## src/rtl/tl_packet_source_if.sv

```systemverilog
// ----------------------------------------------------------------------------
// tl_packet_source_if
//   Bundles the application request handshake and the transaction-layer input
//   FIFO write port used by tl_packet_source.
//
//   Signals:
//     req_valid     application request present
//     req_ready     packet source can accept a request this cycle
//     req_class     traffic class         -> word[11:10]
//     req_dest      destination port      -> word[9:8]
//     req_payload   payload byte          -> word[7:0]
//     fifo_alm_full almost-full from the layer input FIFO
//     fifo_push     registered push strobe into the layer input FIFO
//     fifo_data     registered 12-bit word into the layer input FIFO
//
//   Modports:
//     slave  - the packet source itself
//     master - its environment (application side plus the FIFO's status)
// ----------------------------------------------------------------------------
interface tl_packet_source_if;
    logic        req_valid;
    logic        req_ready;
    logic [1:0]  req_class;
    logic [1:0]  req_dest;
    logic [7:0]  req_payload;
    logic        fifo_alm_full;
    logic        fifo_push;
    logic [11:0] fifo_data;

    modport slave (
        input  req_valid, req_class, req_dest, req_payload, fifo_alm_full,
        output req_ready, fifo_push, fifo_data
    );

    modport master (
        output req_valid, req_class, req_dest, req_payload, fifo_alm_full,
        input  req_ready, fifo_push, fifo_data
    );
endinterface

```

## src/rtl/tl_packet_source.sv

```systemverilog
// ----------------------------------------------------------------------------
// tl_packet_source
//   Transmit-side packet source for the PCIe transaction layer. Requests are
//   packed as {class, dest, payload} into a DEPTH-entry staging queue and
//   drained one word per cycle into the layer input FIFO, honouring the FIFO's
//   almost-full flag and the layer's init phase.
//
//   Ports:
//     clk         rising-edge clock
//     reset_L     asynchronous active-low reset (flushes the staging queue)
//     init        layer in init/threshold-load phase; no pushes while high
//     bus         tl_packet_source_if.slave (request handshake + FIFO port)
//     sent_count  number of words pushed, wraps modulo 2^CNT_W
//     idle        nothing queued and nothing in flight
//
//   Build option:
//     TL_SRC_PARITY_EN - when defined, word[7] carries even parity over
//                        word[11:8] and word[6:0]; req_payload[7] is ignored.
// ----------------------------------------------------------------------------
module tl_packet_source #(
    parameter int DEPTH = 4,
    parameter int PTR_W = 2,
    parameter int CNT_W = 5
) (
    input  logic                 clk,
    input  logic                 reset_L,
    input  logic                 init,
    tl_packet_source_if.slave    bus,
    output logic [CNT_W-1:0]     sent_count,
    output logic                 idle
);

    typedef enum logic [1:0] {
        IDLE = 2'd0,
        SEND = 2'd1,
        HOLD = 2'd2
    } state_t;

    localparam logic [PTR_W:0] FULL_OCC = (PTR_W + 1)'(DEPTH);

`ifdef TL_SRC_PARITY_EN
    // Bit 7 becomes the even-parity bit over the other eleven bits.
    function automatic logic [11:0] apply_parity(input logic [11:0] w);
        logic [11:0] r;
        r    = w;
        r[7] = ^{w[11:8], w[6:0]};
        return r;
    endfunction
`endif

    state_t             state, state_nxt;
    logic [PTR_W-1:0]   wr_ptr, rd_ptr;
    logic [PTR_W:0]     occ, occ_nxt;
    logic [11:0]        queue_mem [DEPTH];
    logic [11:0]        word_in;
    logic               enq, deq, blocked;
    logic               push_q;
    logic [11:0]        data_q;

    // Input stage: pack request fields into the outgoing word layout.
`ifdef TL_SRC_PARITY_EN
    assign word_in = apply_parity({bus.req_class, bus.req_dest, bus.req_payload});
`else
    assign word_in = {bus.req_class, bus.req_dest, bus.req_payload};
`endif

    // Ready depends only on occupancy, so a same-cycle dequeue never frees a
    // slot for an enqueue while full.
    assign bus.req_ready = (occ != FULL_OCC);
    assign blocked       = bus.fifo_alm_full || init;
    assign enq           = bus.req_valid && bus.req_ready;
    assign deq           = (occ != '0) && !blocked;
    assign occ_nxt       = occ + {{PTR_W{1'b0}}, enq} - {{PTR_W{1'b0}}, deq};

    // Staging queue storage; contents are don't-care until written.
    always_ff @(posedge clk) begin
        if (enq)
            queue_mem[wr_ptr] <= word_in;
    end

    // Queue pointers, occupancy and state.
    always_ff @(posedge clk or negedge reset_L) begin
        if (!reset_L) begin
            wr_ptr <= '0;
            rd_ptr <= '0;
            occ    <= '0;
            state  <= IDLE;
        end else begin
            if (enq)
                wr_ptr <= wr_ptr + PTR_W'(1);
            if (deq)
                rd_ptr <= rd_ptr + PTR_W'(1);
            occ   <= occ_nxt;
            state <= state_nxt;
        end
    end

    always_comb begin
        state_nxt = state;
        case (state)
            IDLE: begin
                if (occ_nxt != '0)
                    state_nxt = blocked ? HOLD : SEND;
            end
            SEND: begin
                if (occ_nxt == '0)
                    state_nxt = IDLE;
                else if (blocked)
                    state_nxt = HOLD;
            end
            HOLD: begin
                if (occ_nxt == '0)
                    state_nxt = IDLE;
                else if (!blocked)
                    state_nxt = SEND;
            end
            default: state_nxt = IDLE;
        endcase
    end

    // Output stage: registered push strobe, data and sent counter.
    always_ff @(posedge clk or negedge reset_L) begin
        if (!reset_L) begin
            push_q     <= 1'b0;
            data_q     <= '0;
            sent_count <= '0;
        end else begin
            push_q <= deq;
            if (deq) begin
                data_q     <= queue_mem[rd_ptr];
                sent_count <= sent_count + CNT_W'(1);
            end
        end
    end

    assign bus.fifo_push = push_q;
    assign bus.fifo_data = data_q;
    assign idle          = (state == IDLE) && (occ == '0) && !push_q;

endmodule

```

## src/flat_wrapper.sv

```systemverilog
// flat-port wrapper written by rule: the top's interface ports become plain ports
module tl_packet_source_flat 
#(
    parameter int DEPTH = 4,
    parameter int PTR_W = 2,
    parameter int CNT_W = 5
)
  (clk, reset_L, init, sent_count, idle, bus_req_valid, bus_req_class, bus_req_dest, bus_req_payload, bus_fifo_alm_full, bus_req_ready, bus_fifo_push, bus_fifo_data);
  tl_packet_source_if bus_i ();
  input  logic clk;
  input  logic reset_L;
  input  logic init;
  output logic [CNT_W-1:0] sent_count;
  output logic idle;
  input wire logic [$bits(bus_i.req_valid)-1:0] bus_req_valid;
  input wire logic [$bits(bus_i.req_class)-1:0] bus_req_class;
  input wire logic [$bits(bus_i.req_dest)-1:0] bus_req_dest;
  input wire logic [$bits(bus_i.req_payload)-1:0] bus_req_payload;
  input wire logic [$bits(bus_i.fifo_alm_full)-1:0] bus_fifo_alm_full;
  output wire logic [$bits(bus_i.req_ready)-1:0] bus_req_ready;
  output wire logic [$bits(bus_i.fifo_push)-1:0] bus_fifo_push;
  output wire logic [$bits(bus_i.fifo_data)-1:0] bus_fifo_data;
  assign bus_i.req_valid = bus_req_valid;
  assign bus_i.req_class = bus_req_class;
  assign bus_i.req_dest = bus_req_dest;
  assign bus_i.req_payload = bus_req_payload;
  assign bus_i.fifo_alm_full = bus_fifo_alm_full;
  assign bus_req_ready = bus_i.req_ready;
  assign bus_fifo_push = bus_i.fifo_push;
  assign bus_fifo_data = bus_i.fifo_data;
  tl_packet_source #(.DEPTH(DEPTH), .PTR_W(PTR_W), .CNT_W(CNT_W)) u_core (.clk(clk), .reset_L(reset_L), .init(init), .bus(bus_i), .sent_count(sent_count), .idle(idle));
endmodule
```

## config.mk

```make
export PLATFORM = sky130hd
export DESIGN_NAME = tl_packet_source_flat
export DESIGN_NICKNAME = d
export VERILOG_FILES = /design/src/rtl/tl_packet_source_if.sv /design/src/rtl/tl_packet_source.sv /design/src/flat_wrapper.sv
export SDC_FILE = /design/constraint.sdc
export NUM_CORES = 1
export LEC_CHECK = 0
export ABC_AREA = 0
export CORE_MARGIN = 5
export CORE_UTILIZATION = 35
export CTS_BUF_LIST = sky130_fd_sc_hd__clkbuf_4 sky130_fd_sc_hd__clkbuf_8
export CTS_CLUSTER_SIZE = 25
export DETAILED_ROUTE_END_ITERATION = 10
export HOLD_SLACK_MARGIN = 0.15
export SKIP_LAST_GASP = 1
export SLEW_MARGIN = 20
export SYNTH_ARGS = -nofsm -noshare
export SYNTH_HDL_FRONTEND = slang
export SYNTH_SLANG_ARGS = --single-unit
```

## constraint.sdc

```tcl
create_clock -name clk -period 2.7 [get_ports clk]
set_clock_uncertainty 0.1 [all_clocks]
set_input_delay 0.54 -clock clk [delete_from_list [all_inputs] [get_ports clk]]
set_output_delay 0.54 -clock clk [all_outputs]
set_load 0.01 [all_outputs]
```

==> impl_metrics.yaml <==
placed_design:
  port_buffers: 36
  dpl-instance-area_um2: 3490
  place.gp.congestion: 0.674
  dp_hpwl_um: 3360
  place_inst: 294
detailed_routing:
  finalWirelength_um: 5270
  detail_route.vias_per_cell: 4.71
  drcViolationCount: 0
  wire_per_inst_um: 17.0
  dr.pass1.iters: 4
  ant_nets: 0
  vias: 1460
  dr.first_iter.drc_count: 38
synth:
  synth_edf_count: 48
  synth_top_family_by_area: "multiplexers"
  synthCells: 149
  synth_flop_cell: "edfxtp_1"
  synth_fa_ha_area_share_pct: 3.64
  synth_area_um2: 2960
  ys_ff_latch: 75
  synth_nets: 174
  synthMuxAreaShare_pct: 15.4
  yosys_warnings: 0
  seq_area_frac_synth_pct: 71.6
  avgSynthCellArea_um2: 19.8
  yosys.area_share.simple_pct: 3.26
  synth_cell_type_count: 28
  synthArstFlopShare_pct: 36.0
  synth_compound_area_share_pct: 0.804
  synth_xor_xnor_area_share_pct: 2.84
floorplan:
  rows: 33
  start_util_pct: 36.0
  coreArea_um2: 8220
  die_h_um: 102
  die_area_um2: 10400
  die-width_um: 102
  num_io_pins: 37
final_layout:
  register_area_um2: 2120
  fin_cells: 310
  final_util_pct: 45.3
  n_antenna_cell: 0
  fillers: 738
  mostFrequentLayoutCell: "edfxtp_1"
  layout_common_cells: "48 x edfxtp_1, 35 x clkdlybuf4s50_1, 27 x dfrtp_1"
  multi_input_comb_area_um2: 777
  syn_to_final_growth_pct: 25.8
  drive_above_1_share_pct: 27.3
  design_area_um2: 3720
  final_nets: 225
worst_setup_path:
  critPathArrivalTime_ns: 2.67
  r2r_cells: 9
  criticalPathCategory: "reg -> reg"
  critPathCaptureType: "flop"
  cp-start-kind: "flop"
  critPathMaxFanout: 4
  crit_required_ns: 2.81
  r2r_end: "u_core.state[1]$_DFFE_PN0P_"
  r2r_start: "u_core.occ[1]$_DFF_PN0_"
  rrSetupSlack_ns: 0.14
grt:
  grt_start_max_net_pins: 28
  grt_pass1_vias: 1600
  grt-ovfl-total: 0
  grt_first_pass_wirelength_um: 8360
  gr-usage-all-layers_pct: 11.1
  antenna_found_initial: 0
min_path:
  hold_start: "u_core.sent_count[4]$_DFFE_PN0P_"
  hold_path_depth: 1
  hp-class: "reg -> reg"
  holdPathEnd: "u_core.sent_count[4]$_DFFE_PN0P_"
flow_run:
  cap_violations: 0
cts:
  cts_tree: "yes"
  cts_buffers: 9
  hold_buffers: 0
  cts_sinks: 75
  root_buffer: "clkbuf_8"
  clk_latency_ns: 0.34
  htree_levels: 3
  cts_buffer_depth: 2
  cts_setup_buffers: 0
  path_clk_slew_ns: 0.08
  ctsResizeCount: 1
sta:
  setup_violations: 0
  holdWs_ns: 0.388
  finalHoldViolCount: 0
  report.final.slew_viol_count: 0
  period_share_pct: 94.7
  rsz0062_at_grt: "no"
  post-route-min-period_ns: 2.56
  fin_tns_setup_ns: 0
  relSlewSlack_pct: 58.8
  clock.fmax_mhz: 391
  tightest_slew_ns: 0.619
run_status:
  outcome: "finished, final reports clean"
pwr:
  vdd_drop_max_v: 0.000444
  p_leak_uw: 0.00139
  powerDensity_nw_per_um2: 1100
==> where the power goes <==
part           total (uW)  switching, uW  leakage (uW)  internal (uW)
combinational        1310            508      0.000520            807
sequential           1830            241      0.000761           1590
clock                 963            434      0.000114            529
total                4110           1180       0.00139           2920
==> logic make-up after synthesis <==
kind of cell | after synthesis
DFF | 75
buffers and inverters | 12
muxes | 26
and+or+nand+nor | 17
AOI/OAI and AO/OA | 3
xor gates and xnor gates | 8
adders and majority gates | 8
==> Yosys cell counts (2+ instances only) <==
| cell type | n | area share (%) |
|---|---|---|
| edfxtp_1 | 48 | 49 |
| dfrtp_1 | 27 | 23 |
| mux4_2 | 12 | 9.1 |
| ha_1 | 7 | 3.0 |
| mux2_2 | 7 | 2.7 |
| mux2_4 | 7 | 3.6 |
| inv_1 | 6 | 0.76 |
| and2_1 | 5 | 1.1 |
| xnor2_1 | 5 | 1.5 |
| buf_2 | 3 | 0.51 |
| nand3_1 | 3 | 0.51 |
| nor2_1 | 2 | 0.25 |
| xor2_1 | 2 | 0.59 |
==> worst max-delay path by stage <==
stage / from / cells past startpoint / endpoint
global route: u_core.occ[1]$_DFF_PN0_ / 9 / u_core.state[1]$_DFFE_PN0P_
CTS: u_core.occ[1]$_DFF_PN0_ / 9 / u_core.state[0]$_DFFE_PN0P_
floorplan: u_core.occ[0]$_DFF_PN0_ / 12 / u_core.state[0]$_DFFE_PN0P_
detailed placement: bus_fifo_alm_full / 10 / u_core.state[0]$_DFFE_PN0P_
finish: u_core.occ[1]$_DFF_PN0_ / 9 / u_core.state[1]$_DFFE_PN0P_
global placement: init / 10 / u_core.state[0]$_DFFE_PN0P_
==> routing by layer <==
layer,share of wire [%],track usage (%),vias to the layer above
met5,0,0,-
met4,0.85,5.15,0
met3,4.6,3.14,6
met2,49,17.1,36
met1,45,14.7,749
li1,-,-,669
==> per-stage QoR <==
step	total power, uW	worst slack (ns)
after floorplan	2610	-0.0766
after detailed placement	3200	-0.229
after CTS	4170	0.00859
final	4110	0.143
after global placement	3170	-0.0531
after global routing	4340	0.0148
==> worst max-delay path, cell delays in order (launching register included) <==
cell and delay, ns:
dfrtp_1 0.42, or3_1 0.38, and2_4 0.17, ha_1 0.26
inv_1 0.04, ha_2 0.16, fa_2 0.33, xnor3_1 0.21
nor3_1 0.29, a211oi_1 0.08
==> flip-flops by register name, indices dropped and copies added (netlist names) <==
| name | count |
|---|---|
| u_core.queue_mem | 48 |
| u_core.bus.fifo_data | 12 |
| u_core.bus.fifo_push | 1 |
| u_core.occ | 3 |
| u_core.rd_ptr | 2 |
| u_core.state | 2 |
| u_core.wr_ptr | 2 |
| u_core.sent_count | 5 |
==> area by class of cell <==
type | count | share of cell area (%)
multi-input combinational | 62 | 20.9
clock inverter | 7 | 2.69
inverter | 6 | 0.606
sequential | 75 | 56.9
clock buffer | 9 | 3.33
timing repair buffer | 46 | 12.0
tap | 105 | 3.53
No activity file was read; power rests on OpenSTA's default activity.
